<file path="src/rtl/uart_rx_param.sv">
// UART receiver with 3-sample majority voting and a one-word valid/ready holding register; parity bit is enabled by UART_RX_PARITY_EN.
// A word appears 1 cycle after the mid-stop decision; a full holding register (o_valid & ~i_ready) drops the new word and pulses o_overrun.
module uart_rx_param #(
    parameter int DATA_BITS    = 8,
    parameter int CLKS_PER_BIT = 868,
    parameter int PARITY_ODD   = 0
) (
    input  logic                 SYS_CLK,
    input  logic                 SYS_RST,
    input  logic                 i_RX,
    input  logic                 i_ready,
    output logic [DATA_BITS-1:0] o_data,
    output logic                 o_valid,
    output logic                 o_frame_err,
    output logic                 o_parity_err,
    output logic                 o_overrun
);

    localparam int              CNT_W       = $clog2(CLKS_PER_BIT);
    localparam logic [CNT_W-1:0] LP_MID_M1  = CNT_W'(CLKS_PER_BIT / 2 - 1);
    localparam logic [CNT_W-1:0] LP_MID     = CNT_W'(CLKS_PER_BIT / 2);
    localparam logic [CNT_W-1:0] LP_MID_P1  = CNT_W'(CLKS_PER_BIT / 2 + 1);
    localparam logic [CNT_W-1:0] LP_LAST    = CNT_W'(CLKS_PER_BIT - 1);
    localparam logic [3:0]       LP_LAST_BIT = 4'(DATA_BITS - 1);

    typedef enum logic [2:0] {
        S_IDLE,
        S_START,
        S_DATA,
`ifdef UART_RX_PARITY_EN
        S_PARITY,
`endif
        S_STOP,
        S_WAIT_HIGH
    } state_t;

    state_t                r_state;
    state_t                w_state_nxt;
    logic                  r_rx_meta;
    logic                  r_rx_s;
    logic [CNT_W-1:0]      r_cnt;
    logic [3:0]            r_bit_idx;
    logic [1:0]            r_vote;
    logic [DATA_BITS-1:0]  r_shift;
    logic                  w_maj;
    logic                  w_mid_end;
    logic                  w_bit_end;
    logic                  w_shift_en;
    logic                  w_good;
    logic                  w_ferr;
    logic                  w_par_bad;

    assign w_maj     = (r_vote[0] & r_vote[1]) | (r_vote[0] & r_rx_s) | (r_vote[1] & r_rx_s);
    assign w_mid_end = (r_cnt == LP_MID_P1);
    assign w_bit_end = (r_cnt == LP_LAST);

`ifdef UART_RX_PARITY_EN
    logic r_par_bad;
    logic w_par_en;
    logic w_perr;
    assign w_par_bad = r_par_bad;
`else
    assign w_par_bad    = 1'b0;
    assign o_parity_err = 1'b0;
`endif

    always_comb begin
        w_state_nxt = r_state;
        w_shift_en  = 1'b0;
        w_good      = 1'b0;
        w_ferr      = 1'b0;
`ifdef UART_RX_PARITY_EN
        w_par_en    = 1'b0;
        w_perr      = 1'b0;
`endif
        case (r_state)
            S_IDLE: if (!r_rx_s) w_state_nxt = S_START;
            S_START: begin
                if (w_mid_end && w_maj) w_state_nxt = S_IDLE;
                else if (w_bit_end)     w_state_nxt = S_DATA;
            end
            S_DATA: begin
                w_shift_en = w_mid_end;
                if (w_bit_end && r_bit_idx == LP_LAST_BIT) begin
`ifdef UART_RX_PARITY_EN
                    w_state_nxt = S_PARITY;
`else
                    w_state_nxt = S_STOP;
`endif
                end
            end
`ifdef UART_RX_PARITY_EN
            S_PARITY: begin
                w_par_en = w_mid_end;
                if (w_bit_end) w_state_nxt = S_STOP;
            end
`endif
            S_STOP: begin
                // Decide at mid-stop so the next start edge is never missed.
                if (w_mid_end) begin
`ifdef UART_RX_PARITY_EN
                    w_perr = r_par_bad;
`endif
                    if (w_maj) begin
                        w_state_nxt = S_IDLE;
                        w_good      = !w_par_bad;
                    end else begin
                        w_state_nxt = S_WAIT_HIGH;
                        w_ferr      = 1'b1;
                    end
                end
            end
            S_WAIT_HIGH: if (r_rx_s) w_state_nxt = S_IDLE;
            default: w_state_nxt = S_IDLE;
        endcase
    end

    always_ff @(posedge SYS_CLK) begin
        if (SYS_RST) r_state <= S_IDLE;
        else         r_state <= w_state_nxt;
    end

    always_ff @(posedge SYS_CLK) begin
        if (SYS_RST) begin
            r_rx_meta <= 1'b1;
            r_rx_s    <= 1'b1;
            r_cnt     <= '0;
            r_bit_idx <= '0;
            r_vote    <= '0;
            r_shift   <= '0;
        end else begin
            r_rx_meta <= i_RX;
            r_rx_s    <= r_rx_meta;
            if (r_state == S_IDLE || r_state == S_WAIT_HIGH || w_bit_end) r_cnt <= '0;
            else                                                          r_cnt <= r_cnt + 1'b1;
            if (r_state != S_DATA) r_bit_idx <= '0;
            else if (w_bit_end)    r_bit_idx <= r_bit_idx + 4'd1;
            if (r_cnt == LP_MID_M1) r_vote[0] <= r_rx_s;
            if (r_cnt == LP_MID)    r_vote[1] <= r_rx_s;
            if (w_shift_en) r_shift <= {w_maj, r_shift[DATA_BITS-1:1]};
        end
    end

`ifdef UART_RX_PARITY_EN
    always_ff @(posedge SYS_CLK) begin
        if (SYS_RST) begin
            r_par_bad    <= 1'b0;
            o_parity_err <= 1'b0;
        end else begin
            o_parity_err <= w_perr;
            if (r_state == S_IDLE) r_par_bad <= 1'b0;
            else if (w_par_en)     r_par_bad <= (w_maj != ((^r_shift) ^ (PARITY_ODD != 0)));
        end
    end
`endif

    always_ff @(posedge SYS_CLK) begin
        if (SYS_RST) begin
            o_data      <= '0;
            o_valid     <= 1'b0;
            o_frame_err <= 1'b0;
            o_overrun   <= 1'b0;
        end else begin
            o_frame_err <= w_ferr;
            o_overrun   <= w_good & o_valid & ~i_ready;
            if (w_good && (!o_valid || i_ready)) begin
                o_data  <= r_shift;
                o_valid <= 1'b1;
            end else if (o_valid && i_ready) begin
                o_valid <= 1'b0;
            end
        end
    end

endmodule
</file>
<file path="config.mk">
export PLATFORM = sky130hd
export DESIGN_NAME = uart_rx_param
export DESIGN_NICKNAME = d
export VERILOG_FILES = /design/src/rtl/uart_rx_param.sv
export SDC_FILE = /design/constraint.sdc
export NUM_CORES = 1
export LEC_CHECK = 0
export CORE_AREA = 2 2 68 70
export DETAILED_ROUTE_END_ITERATION = 16
export DIE_AREA = 0 0 70 72
export GPL_ROUTABILITY_DRIVEN = 0
export GPL_TIMING_DRIVEN = 0
export PLACE_DENSITY = 0.66
export SLEW_MARGIN = 20
export SYNTH_ARGS = -nofsm -noshare
export SYNTH_HDL_FRONTEND = slang
export SYNTH_SLANG_ARGS = --single-unit
</file>
<file path="constraint.sdc">
create_clock -name SYS_CLK -period 2.1 [get_ports SYS_CLK]
set_input_delay 0.315 -clock SYS_CLK [delete_from_list [all_inputs] [get_ports SYS_CLK]]
set_output_delay 0.315 -clock SYS_CLK [all_outputs]
set_load 0.02 [all_outputs]
</file>
## After elaboration in Yosys (flattened, before gate mapping)

Cells that the tools add are included.

| cells by class | value |
|---|---|
| add/sub/neg operators | 2 |
| multipliers | 0 |
| div/mod/pow operators | 0 |
| order comparisons | 0 |
| eq/ne operators | 15 |
| shifts and indexed selects | 0 |
| multiplexer cells | 15 |
| bitwise operators | 10 |
| reductions and logical operators | 14 |

Operators with widths:

| kind | count |
|---|---|
| == test 10 x 9 -> 1 bit, second input constant | 3 |
| 2-to-1 mux 3 bit | 7 |
| case mux 3 bit (5 select lines) | 1 |
| adder 10 x 1 -> 10 bit, second input constant | 1 |
| == test 10 bit, second input constant | 1 |
| != test 2 bit, second input constant | 4 |
| 2-to-1 mux 1 bit | 7 |
| == test 3 x 2 -> 1 bit, second input constant | 2 |
| bitwise AND 1 bit | 5 |
| AND reduction 5 bit | 1 |
| adder 4 x 1 -> 4 bit, second input constant | 1 |
| == test 4 x 3 -> 1 bit, second input constant | 1 |
| logical AND 1 bit | 4 |
| OR reduction 2 bit | 2 |
| == test 3 x 1 -> 1 bit, second input constant | 1 |
| == test 3 bit, second input constant | 1 |
| zero test 3 bit | 1 |
| logical OR 1 bit | 3 |
| != test 3 x 2 -> 1 bit, second input constant | 1 |
| != test 3 bit, second input constant | 1 |
| NOT 1 bit | 3 |
| OR reduction 3 bit | 1 |
| bitwise OR 1 bit | 2 |
| nonzero test 2 bit | 1 |
| zero test 1 bit | 1 |

| word-level totals | value |
|---|---|
| bits in registers | 40 |
| bits in latches | 0 |
| RAM bits | 0 |
| ROM bits | 0 |
| input port bits | 4 |
| word-level logic and storage cells | 68 |
| memories | 0 |

## Longest topological paths before layout

| depth | value |
|---|---|
| depth in word-level cells | 8 |
| depth in mapped cells | 6 |
| mapped depth without buffers | 5 |

## Worst setup path after synthesis

OpenSTA, ideal clock, no wires.

| timing path | value |
|---|---|
| kind | register -> register |
| from | register r_cnt[0] |
| to | register r_cnt[4] |
| setup time | 115 ps |
| arrival time | 1438 ps |
| data required time | 1985 ps |
| slack | 546 ps |
| cell stages (with the launch flop) | 7 |
| buffers on the path | 1 |
| clock period less this slack | 1554 ps |
| cells stage by stage | dfxtp_1 -> ha_1 -> nand4bb_2 -> nor3_4 -> or3_1 -> buf_6 -> nor2_2 |

| between the ends | value |
|---|---|
| cells in the longest elaborated chain, start to end | 3 |

RTL lines:

| item | RTL line | text |
|---|---|---|
| start: declaration | 41 | `logic [CNT_W-1:0] r_cnt;` |
| start signal: assignment | 135 | `else r_cnt <= r_cnt + 1'b1;` |
| parallel branches: the longest is 3 deep, another holds adder 10 x 1 -> 10 bit | - |  |

Several ways; the timed one is not identified.
A chain may end at the register's enable or synchronous reset.

## Worst setup path in the final report

| timing path | value |
|---|---|
| from | register r_cnt[0] |
| to | register r_cnt[2] |

The elaborated chain is that of the path after synthesis.

==> impl_metrics.py <==
metrics = {
    "power_and_ir_drop": {
        "cellLeakagePower_nw": 0.876,
        "power_density_nw_per_um2": 609,
        "finalPower_mw": 1.34,
        "ir_worst_vdd_v": 0.000207,
    },
    "layout": {
        "drive_gt1_frac": 0.186,
        "final_common_cell": "dfxtp_1",
        "final_cell_mix": "40 x dfxtp_1, 19 x mux2i_1, 18 x nand2b_1",
        "area_growth_pct": 15.7,
        "final_nets": 217,
        "antenna_cells": 0,
        "fin_util": 0.516,
        "fin_cells": 262,
    },
    "sta": {
        "fin_tns_setup_ns": 0,
        "fin_crit_sh": 0.858,
        "final_hold_viol_count": 0,
        "fin_skew_ns": 0.00769,
        "period_needed_ns": 1.80,
        "fmax_mhz": 555,
        "finalSetupViolations": 0,
        "rsz0062_at_grt": "false",
        "slew_violations": 0,
    },
    "global_routing": {
        "grt_max_degree": 13,
        "overflow": 0,
        "track_usage": 0.158,
        "antenna_found_initial": 0,
        "grt_pass1_vias": 1330,
        "grt_pass1_wl_um": 6250,
    },
    "clock_network": {
        "cts.repair.resized": 0,
        "clk_pin_slew_ns": 0.08,
        "hold_buffers": 0,
        "cts_buffers": 5,
        "cts_tree": "built",
        "clk_latency_ns": 0.30,
        "clock_path_buffers": 2,
        "cts_max_level": 2,
        "ctsRootBufferMaster": "clkbuf_8",
        "post_cts_buffers": 0,
        "cts_num_sinks": 40,
    },
    "critical_path": {
        "max_stage_delay_ns": 0.44,
        "cp.arrival_ns": 1.99,
        "critPathKind": "flop to flop",
        "worstPathCellList": "ha_1, nand4bb_2, nor3_4, or3_1, buf_6, nor2_2",
        "end_kind": "flop",
        "r2r_end": "r_cnt[2]",
        "r2r_slack_ns": 0.30,
        "cp_slowest_cell": "dfxtp_1",
        "cp_num_buf_inv": 1,
        "r2r_start": "r_cnt[0]",
        "critPathMaxFanout": 10,
        "critPathLaunchType": "flop",
        "worst_path_dominant_cell_family": "simple AND/OR/NAND/NOR gates",
        "rr_worst_depth": 6,
        "cp_num_cells": 6,
        "crit_required_ns": 2.29,
    },
    "synthesis": {
        "synth_nets": 196,
        "seq_area_frac_synth": 0.421,
        "syn_avg_cell_area_um2": 10.1,
        "async_flop_share": 0,
        "synth_edf_count": 0,
        "syn_inst": 188,
        "synth_area_leaders": "dfxtp_1 42%, mux2i_1 10%, nand2b_1 5.9%",
        "synth_ff_type": "dfxtp_1",
        "ys_ff_latch": 40,
        "netlist.top_cell.by_area": "dfxtp_1",
        "synth_cell_types": 45,
        "yosysTopAreaCellShare": 0.421,
        "syn_area_um2": 1900,
        "yosysWarnings": 0,
    },
    "die": {
        "start_util": 0.446,
        "ios": 16,
        "core_region_area_um2": 4260,
        "die-area_um2": 5040,
        "chipWidth_um": 70,
        "placement_rows": 24,
        "die_h_um": 72,
    },
    "route": {
        "vias_per_cell": 5.14,
        "ant_nets": 0,
        "drc": 0,
        "dr.pass1.iters": 4,
        "detailedRoute.firstIterationViolations": 80,
        "wire_per_inst_um": 13.3,
        "wirelength_um": 3490,
        "num_vias": 1347,
    },
    "worst_hold_path": {
        "holdCritPathClass": "flop to flop",
        "min-delay-start": "r_rx_meta",
        "whs_path_depth": 1,
        "min_to": "r_rx_s",
    },
    "placement": {
        "dp_hpwl_um": 2500,
        "place.port_buffers": 14,
        "placed_cells": 254,
    },
    "status": {
        "status": "complete, no violations",
    },
    "flow_run": {
        "maxCapViolCount": 0,
    },
}
## synth_stat cells, types with 2 or more instances
library cell / count
or2_2: 2
nand3b_1: 3
nand2_1: 4
nand2b_1: 18
a31oi_1: 2
nand4_1: 5
nor2_2: 10
dfxtp_1: 40
a21oi_1: 5
nor3b_1: 2
xor2_1: 7
clkbuf_1: 3
ha_1: 4
buf_2: 6
buf_6: 3
mux2i_1: 19
o21ai_0: 2
inv_1: 4
xnor2_1: 5
nor3_1: 3
and3_1: 3
nand3_1: 6
nor2_1: 10
## sequential cells by signal (all words and copies together), names as in the netlist
signal and cells:
o_data 8, r_rx_meta 1, o_valid 1, r_state 3
r_cnt 10, o_overrun 1, r_vote 2, r_rx_s 1
r_bit_idx 4, o_frame_err 1, r_shift 8
## cells by family after synthesis
kind of cell	share of synthesized area
DFF	0.421
and+or+nand+nor	0.288
other	0.00197
buffers and inverters	0.0513
AOI/OAI and AO/OA	0.0500
adders and majority gates	0.0323
muxes	0.100
xor gates and xnor gates	0.0553
## through the flow
stage | worst slack (ns) | area (um^2) | hold WS [ns]
after floorplan | 0.546 | 1900 | 0.389
after global placement | 0.267 | 2110 | 0.399
after detailed placement | 0.230 | 2110 | 0.406
after CTS | 0.277 | 2200 | 0.427
after global routing | 0.129 | 2200 | 0.454
final | 0.298 | 2200 | 0.423
## worst max path at each step
stage | startpoint | endpoint | slack (ns)
after floorplan | r_cnt[0] | r_cnt[4] | 0.55
after global placement | SYS_RST | r_state[0] | 0.27
after CTS | r_cnt[0] | r_cnt[2] | 0.28
after detailed placement | SYS_RST | o_frame_err | 0.23
after global routing | r_cnt[0] | r_cnt[2] | 0.13
final | r_cnt[0] | r_cnt[2] | 0.30
## metal layers
layer / GRT usage / share of wire
met1: 0.191 / 0.47
met2: 0.265 / 0.48
met3: 0.0486 / 0.033
met4: 0.0662 / 0.017
met5: 0 / 0
## power breakdown
| part | switching [mW] | internal [mW] | total, mW |
|---|---|---|---|
| Combinational | 0.0241 | 0.0208 | 0.0449 |
| Clock | 0.267 | 0.262 | 0.529 |
| Sequential | 0.00232 | 0.761 | 0.764 |
## layout make-up
type                    count  area [um^2]
clock buffers               6         82.6
multi-input cells         131         1000
flip-flops and latches     40          801
clock inverters             2         10.0
fillers                   386         2070
well taps                  52         65.1
plain buffers              13         82.6
inverters                   4         15.0
repair buffers             14          140
Note: power is estimated with default switching activity, not from simulation.
